### config.mk
export PLATFORM = sky130hd
export DESIGN_NAME = button_event_decoder_flat
export DESIGN_NICKNAME = d
export VERILOG_FILES = /design/src/rtl/button_event_decoder_if.sv /design/src/rtl/button_event_decoder.sv /design/src/flat_wrapper.sv
export SDC_FILE = /design/constraint.sdc
export NUM_CORES = 1
export LEC_CHECK = 0
export ABC_AREA = 1
export CORE_ASPECT_RATIO = 0.75
export CORE_MARGIN = 3
export CORE_UTILIZATION = 54
export DETAILED_ROUTE_END_ITERATION = 12
export GPL_TIMING_DRIVEN = 0
export HOLD_SLACK_MARGIN = 0.06
export PLACE_DENSITY_LB_ADDON = 0.08
export RECOVER_POWER = 25
export REMOVE_ABC_BUFFERS = 1
export SLEW_MARGIN = 15
export SYNTH_ARGS = -nofsm -noshare
export SYNTH_HDL_FRONTEND = slang
export SYNTH_SLANG_ARGS = --single-unit
### constraint.sdc
create_clock -name clk -period 1.86 [get_ports clk]
set_input_delay 0.372 -clock clk [delete_from_list [all_inputs] [get_ports clk]]
set_output_delay 0.372 -clock clk [all_outputs]
set_load 0.05 [all_outputs]
### src/rtl/button_event_decoder_if.sv
// button_event_decoder_if: debounced button level in, gesture events and click count out.
interface button_event_decoder_if;
  logic       pb_level;
  logic       press_pulse;
  logic       release_pulse;
  logic       click;
  logic       double_click;
  logic       long_press;
  logic       repeat_pulse;
  logic       held;
  logic [7:0] evt_count;
  modport master (
    output pb_level,
    input  press_pulse, release_pulse, click, double_click, long_press, repeat_pulse, held, evt_count
  );
  modport slave (
    input  pb_level,
    output press_pulse, release_pulse, click, double_click, long_press, repeat_pulse, held, evt_count
  );
endinterface

### src/rtl/button_event_decoder.sv
// button_event_decoder: turns a debounced button level into press/release/click/double-click/long-press pulses.
// Optional auto-repeat while held in LONG is enabled by defining BUTTON_AUTOREPEAT_EN.
module button_event_decoder #(
  parameter int LONG_TICKS   = 100,
  parameter int DCLICK_TICKS = 30,
  parameter int REPEAT_TICKS = 20,
  parameter int CNT_W        = 8
) (
  input logic clk,
  input logic rst_n,
  button_event_decoder_if.slave bus
);
  typedef enum logic [2:0] {LOCK, IDLE, PRESS1, WAIT2, PRESS2, LONG} state_t;
  localparam logic [CNT_W-1:0] LONG_END   = CNT_W'(LONG_TICKS - 1);
  localparam logic [CNT_W-1:0] DCLICK_END = CNT_W'(DCLICK_TICKS - 1);
  if (LONG_TICKS > 2**CNT_W || DCLICK_TICKS > 2**CNT_W || REPEAT_TICKS > 2**CNT_W) begin : g_bad_cnt_w
    $error("CNT_W too narrow for tick parameters");
  end
  state_t           state;
  logic [CNT_W-1:0] timer;
  logic [7:0]       evt_count;
  logic             pb, press_pulse, release_pulse, click, double_click, long_press, held;
  assign pb = bus.pb_level;
  always_ff @(posedge clk) begin
    if (!rst_n) begin
      state         <= LOCK;
      timer         <= '0;
      evt_count     <= '0;
      press_pulse   <= 1'b0;
      release_pulse <= 1'b0;
      click         <= 1'b0;
      double_click  <= 1'b0;
      long_press    <= 1'b0;
      held          <= 1'b0;
    end else begin
      press_pulse   <= 1'b0;
      release_pulse <= 1'b0;
      click         <= 1'b0;
      double_click  <= 1'b0;
      long_press    <= 1'b0;
      // level is tested before the timer so a coincident edge wins over the threshold
      case (state)
        LOCK: if (!pb) state <= IDLE;
        IDLE: if (pb) begin
          state       <= PRESS1;
          timer       <= '0;
          press_pulse <= 1'b1;
          held        <= 1'b1;
        end
        PRESS1: if (!pb) begin
          state         <= WAIT2;
          timer         <= '0;
          release_pulse <= 1'b1;
          held          <= 1'b0;
        end else if (timer == LONG_END) begin
          state      <= LONG;
          long_press <= 1'b1;
        end else timer <= timer + CNT_W'(1);
        WAIT2: if (pb) begin
          state       <= PRESS2;
          timer       <= '0;
          press_pulse <= 1'b1;
          held        <= 1'b1;
        end else if (timer == DCLICK_END) begin
          state     <= IDLE;
          click     <= 1'b1;
          evt_count <= evt_count + 8'd1;
        end else timer <= timer + CNT_W'(1);
        PRESS2: if (!pb) begin
          state         <= IDLE;
          release_pulse <= 1'b1;
          double_click  <= 1'b1;
          evt_count     <= evt_count + 8'd1;
          held          <= 1'b0;
        end else if (timer == LONG_END) begin
          state      <= LONG;
          long_press <= 1'b1;
        end else timer <= timer + CNT_W'(1);
        LONG: if (!pb) begin
          state         <= IDLE;
          release_pulse <= 1'b1;
          held          <= 1'b0;
        end
        default: begin
          state <= LOCK;
          timer <= '0;
          held  <= 1'b0;
        end
      endcase
    end
  end
  assign bus.press_pulse   = press_pulse;
  assign bus.release_pulse = release_pulse;
  assign bus.click         = click;
  assign bus.double_click  = double_click;
  assign bus.long_press    = long_press;
  assign bus.held          = held;
  assign bus.evt_count     = evt_count;
`ifdef BUTTON_AUTOREPEAT_EN
  localparam logic [CNT_W-1:0] REPEAT_END = CNT_W'(REPEAT_TICKS - 1);
  logic [CNT_W-1:0] rep_timer;
  logic             repeat_pulse;
  // rep_timer idles at 0 outside LONG, so it is already cleared on entry
  always_ff @(posedge clk) begin
    if (!rst_n) begin
      rep_timer    <= '0;
      repeat_pulse <= 1'b0;
    end else begin
      repeat_pulse <= 1'b0;
      if (state == LONG && pb) begin
        rep_timer    <= rep_timer == REPEAT_END ? '0 : rep_timer + CNT_W'(1);
        repeat_pulse <= rep_timer == REPEAT_END;
      end else rep_timer <= '0;
    end
  end
  assign bus.repeat_pulse = repeat_pulse;
`else
  assign bus.repeat_pulse = 1'b0;
`endif
endmodule

### src/flat_wrapper.sv
// flat-port wrapper written by rule: the top's interface ports become plain ports
module button_event_decoder_flat 
#(
  parameter int LONG_TICKS   = 100,
  parameter int DCLICK_TICKS = 30,
  parameter int REPEAT_TICKS = 20,
  parameter int CNT_W        = 8
)
  (clk, rst_n, bus_pb_level, bus_press_pulse, bus_release_pulse, bus_click, bus_double_click, bus_long_press, bus_repeat_pulse, bus_held, bus_evt_count);
  button_event_decoder_if bus_i ();
  input logic clk;
  input logic rst_n;
  input wire logic [$bits(bus_i.pb_level)-1:0] bus_pb_level;
  output wire logic [$bits(bus_i.press_pulse)-1:0] bus_press_pulse;
  output wire logic [$bits(bus_i.release_pulse)-1:0] bus_release_pulse;
  output wire logic [$bits(bus_i.click)-1:0] bus_click;
  output wire logic [$bits(bus_i.double_click)-1:0] bus_double_click;
  output wire logic [$bits(bus_i.long_press)-1:0] bus_long_press;
  output wire logic [$bits(bus_i.repeat_pulse)-1:0] bus_repeat_pulse;
  output wire logic [$bits(bus_i.held)-1:0] bus_held;
  output wire logic [$bits(bus_i.evt_count)-1:0] bus_evt_count;
  assign bus_i.pb_level = bus_pb_level;
  assign bus_press_pulse = bus_i.press_pulse;
  assign bus_release_pulse = bus_i.release_pulse;
  assign bus_click = bus_i.click;
  assign bus_double_click = bus_i.double_click;
  assign bus_long_press = bus_i.long_press;
  assign bus_repeat_pulse = bus_i.repeat_pulse;
  assign bus_held = bus_i.held;
  assign bus_evt_count = bus_i.evt_count;
  button_event_decoder #(.LONG_TICKS(LONG_TICKS), .DCLICK_TICKS(DCLICK_TICKS), .REPEAT_TICKS(REPEAT_TICKS), .CNT_W(CNT_W)) u_core (.clk(clk), .rst_n(rst_n), .bus(bus_i));
endmodule
==> summary.txt, run 1 <==
Run status
  – Status: finished, final reports clean

Synthesis
  – Sequential-to-total area share from yosys stat: 0.347
  – Post-synth top area share: 0.347
  – Fraction of registers with async set/reset: 0
  – Ranking of synthesized cells by area: dfxtp_1, nand2_1, nor2_1
  – Ys Warns: 0
  – Syn Std Cell Area: 0.00144 mm²
  – Mean Syn Cell Area: around 6.4 µm²
  – Yosys cell types: 27
  – FF+latch count, synth: 25
  – Gate Count Post-Synth: 226
  – Primary FF master, synth: dfxtp_1
  – Largest area contributor in the netlist: dfxtp_1
  – EDFF count, synth: 0

Critical path
  – FF-to-FF Start: u_core.state[0]$_SDFFE_PN0P_
  – CP Launch Type: register
  – R2R cell count: 8
  – Worst setup path endpoint: bus_evt_count[2]
  – CP top delay family: buffers and inverters
  – Required @ worst endpoint: 1.49 ns
  – CP endpoint kind: output port
  – Crit path max fanout: 6
  – Critical Path AT: 1.33 ns
  – Critical path origin: u_core.bus.evt_count[2]$_SDFFE_PN0P_
  – Worst Path Buf+Inv: 1
  – CP Cell Sequence: dlygate4sd2_1
  – Critical Path Stages: 1
  – Reg2reg end: u_core.bus.evt_count[6]$_SDFFE_PN0P_
  – Crit path largest cell delay: 0.56 ns
  – CP Class: reg2out
  – Slowest library cell on the worst path: dlygate4sd2_1
  – R2r setup slk: 0.23 ns

Flow run
  – Max Cap Violations: 0

Placed design
  – RD Place Congestion: between 0.8 and 0.9
  – Estimated wirelength of the detail-placed design: about 2.2 mm
  – IO Port Bufs: 16
  – Dpl cells: 271

Floorplan
  – Die H: 50.7 µm
  – I/O pin total: 18
  – Die area: 0.00333 mm²
  – # rows: 15
  – Core Area: between 0.002 and 0.0025 mm²
  – Initial Util: 0.595
  – DIE WIDTH: roughly 66 µm

Clocking
  – CTS sink cnt: 25
  – Worst-path clk slew: approximately 0.14 ns
  – Setup Buffers After CTS: 0
  – CTS tree: built
  – CTS Hold Bufs: 0
  – H-tree level count: 1
  – Worst-Skew Late Latency: 0.33 ns
  – Clock buffer count from CTS: 3
  – CTS Root Cell: clkbuf_4
  – Deepest clock path buffer count: 2

Routing
  – DR pass1 iterations: 4
  – Via count: 1413
  – Routed WL per cell: 10.9 µm
  – Vias per Instance: 5.14
  – Antenna viol nets, final: 0
  – Residual DRC count: 0
  – Drt initial violations: 109
  – DRT Wirelength: 2.99 mm

GRT
  – Vias in the first global route: 1227
  – GR Overflow Total: 0
  – Initial antenna violation count: 0
  – Largest net degree at the start of global routing: 16
  – First-pass GRT wire length: 5.20 mm
  – Total global-route track usage: 0.198

Pwr
  – Pwr/cell area: 854 mW/mm²
  – Total Power: 1360 µW
  – Worst VDD drop: 0.000591 V
  – Leakage power: 0.000711 µW

Timing
  – Fmax: 587 MHz
  – Final worst path period need: 1.70 ns
  – Fin. Hold Viols: 0
  – Final Skew: around 0.0074 ns
  – Final Max Tran Viols: 0
  – RSZ-0062 raised after global routing: no
  – WHS: 0.512 ns
  – Rel. slew slack: 0.591
  – Fin crit share: 0.916
  – # setup viols final: 0
  – Actual slew at the worst max-slew pin: about 0.6 ns

Layout
  – Fill count: around 240
  – Nets: 248
  – Layout area overhead: 10.7%
  – Share of cells above drive strength 1: 0.0830
  – Most common cell after layout, fill and taps aside: nand2_1
  – Most frequent cells in the layout: nand2_1, nor2_1, dfxtp_1
  – Final cell count without fillers: 275
  – Layout Utilization: 0.659
  – # diodes: 0

Worst hold path
  – Worst Hold Class: reg2reg
-- layer usage --
metal	part of all wire	GRT usage
met1	0.45	0.239
met2	0.47	0.341
met3	0.069	0.0582
met4	0.0080	0.0483
met5	0	0
-- final cells by class --
type	instances	area, µm²	area share
Tap cell	34	42.5	0.0267
Clock inverter	1	7.51	0.00471
Timing Repair Buffer	16	118	0.0737
Clock buffer	3	22.5	0.0141
Multi-Input combinational cell	171	808	0.507
Inverter	25	96.3	0.0604
Sequential cell	25	500	0.314
-- cell usage after synthesis (2+ instances only) --
library cell	number
inv_1	20
nor2_1	38
buf_4	2
clkbuf_1	2
xnor2_1	3
a21oi_1	14
dfxtp_1	25
xor2_1	2
o21ai_0	4
nor3_1	4
nand3_1	12
nor2_4	2
nand2_1	69
nand4_1	3
ha_1	3
inv_2	4
o21ai_1	3
nand2_2	7
-- logic make-up (layout without fill, tap and decap cells) --
kind of cell	Yosys count	in the layout	synth area share
flops	25	25	0.347
compound gates	21	21	0.0729
simple gates	141	141	0.431
buf+inv	30	45	0.0903
xor+xnor	5	5	0.0304
other cells	1	1	0.00260
fa+ha+maj	3	3	0.0260
-- power breakdown --
part           switching (µW)  internal, µW
Combinational             351           156
Clock                     172          82.4
Sequential               34.4           567
-- sequential cells by signal (all words and copies together), names as in the netlist --
name,count
u_core.bus.evt_count,8
u_core.timer,8
u_core.state,3
u_core.bus.click,1
u_core.bus.double_click,1
u_core.bus.held,1
u_core.bus.long_press,1
u_core.bus.press_pulse,1
u_core.bus.release_pulse,1
-- worst min path at each step --
stage / from / to / slack [ns] / depth (start not counted)
4_1_cts: u_core.bus.evt_count[0]$_SDFFE_PN0P_ / u_core.bus.evt_count[0]$_SDFFE_PN0P_ / 0.51 / 2
2_1_floorplan: bus_pb_level / u_core.bus.release_pulse$_SDFF_PN0_ / 0.44 / 1
3_3_place_gp: u_core.bus.evt_count[7]$_SDFFE_PN0P_ / u_core.bus.evt_count[7]$_SDFFE_PN0P_ / 0.48 / 2
5_1_grt: u_core.bus.evt_count[7]$_SDFFE_PN0P_ / u_core.bus.evt_count[7]$_SDFFE_PN0P_ / 0.54 / 2
3_5_place_dp: u_core.bus.evt_count[0]$_SDFFE_PN0P_ / u_core.bus.evt_count[0]$_SDFFE_PN0P_ / 0.49 / 2
6_report: u_core.bus.evt_count[0]$_SDFFE_PN0P_ / u_core.bus.evt_count[0]$_SDFFE_PN0P_ / 0.51 / 2
-- timing repair --
item	in CTS	in global routing
setup endpoints to repair	9	5
gates cloned	0	0
gates resized for setup	9	5
-- per-stage QoR --
step                area, µm²  setup WS, ns  TNS (ns)
floorplan                1410         0.377         0
global placement         1610        -0.107    -0.915
detailed placement       1610        -0.143     -1.48
CTS                      1630        0.0130         0
global route             1600        0.0289         0
finish                   1600         0.157         0
Note: power is estimated with default switching activity, not from simulation.
==> run 2, diff against run 1 <==
- CAP_MARGIN: not set -> 20
==> results of run 2 <==
No change in the layout: final DEF, timing and power equal those of run 1.
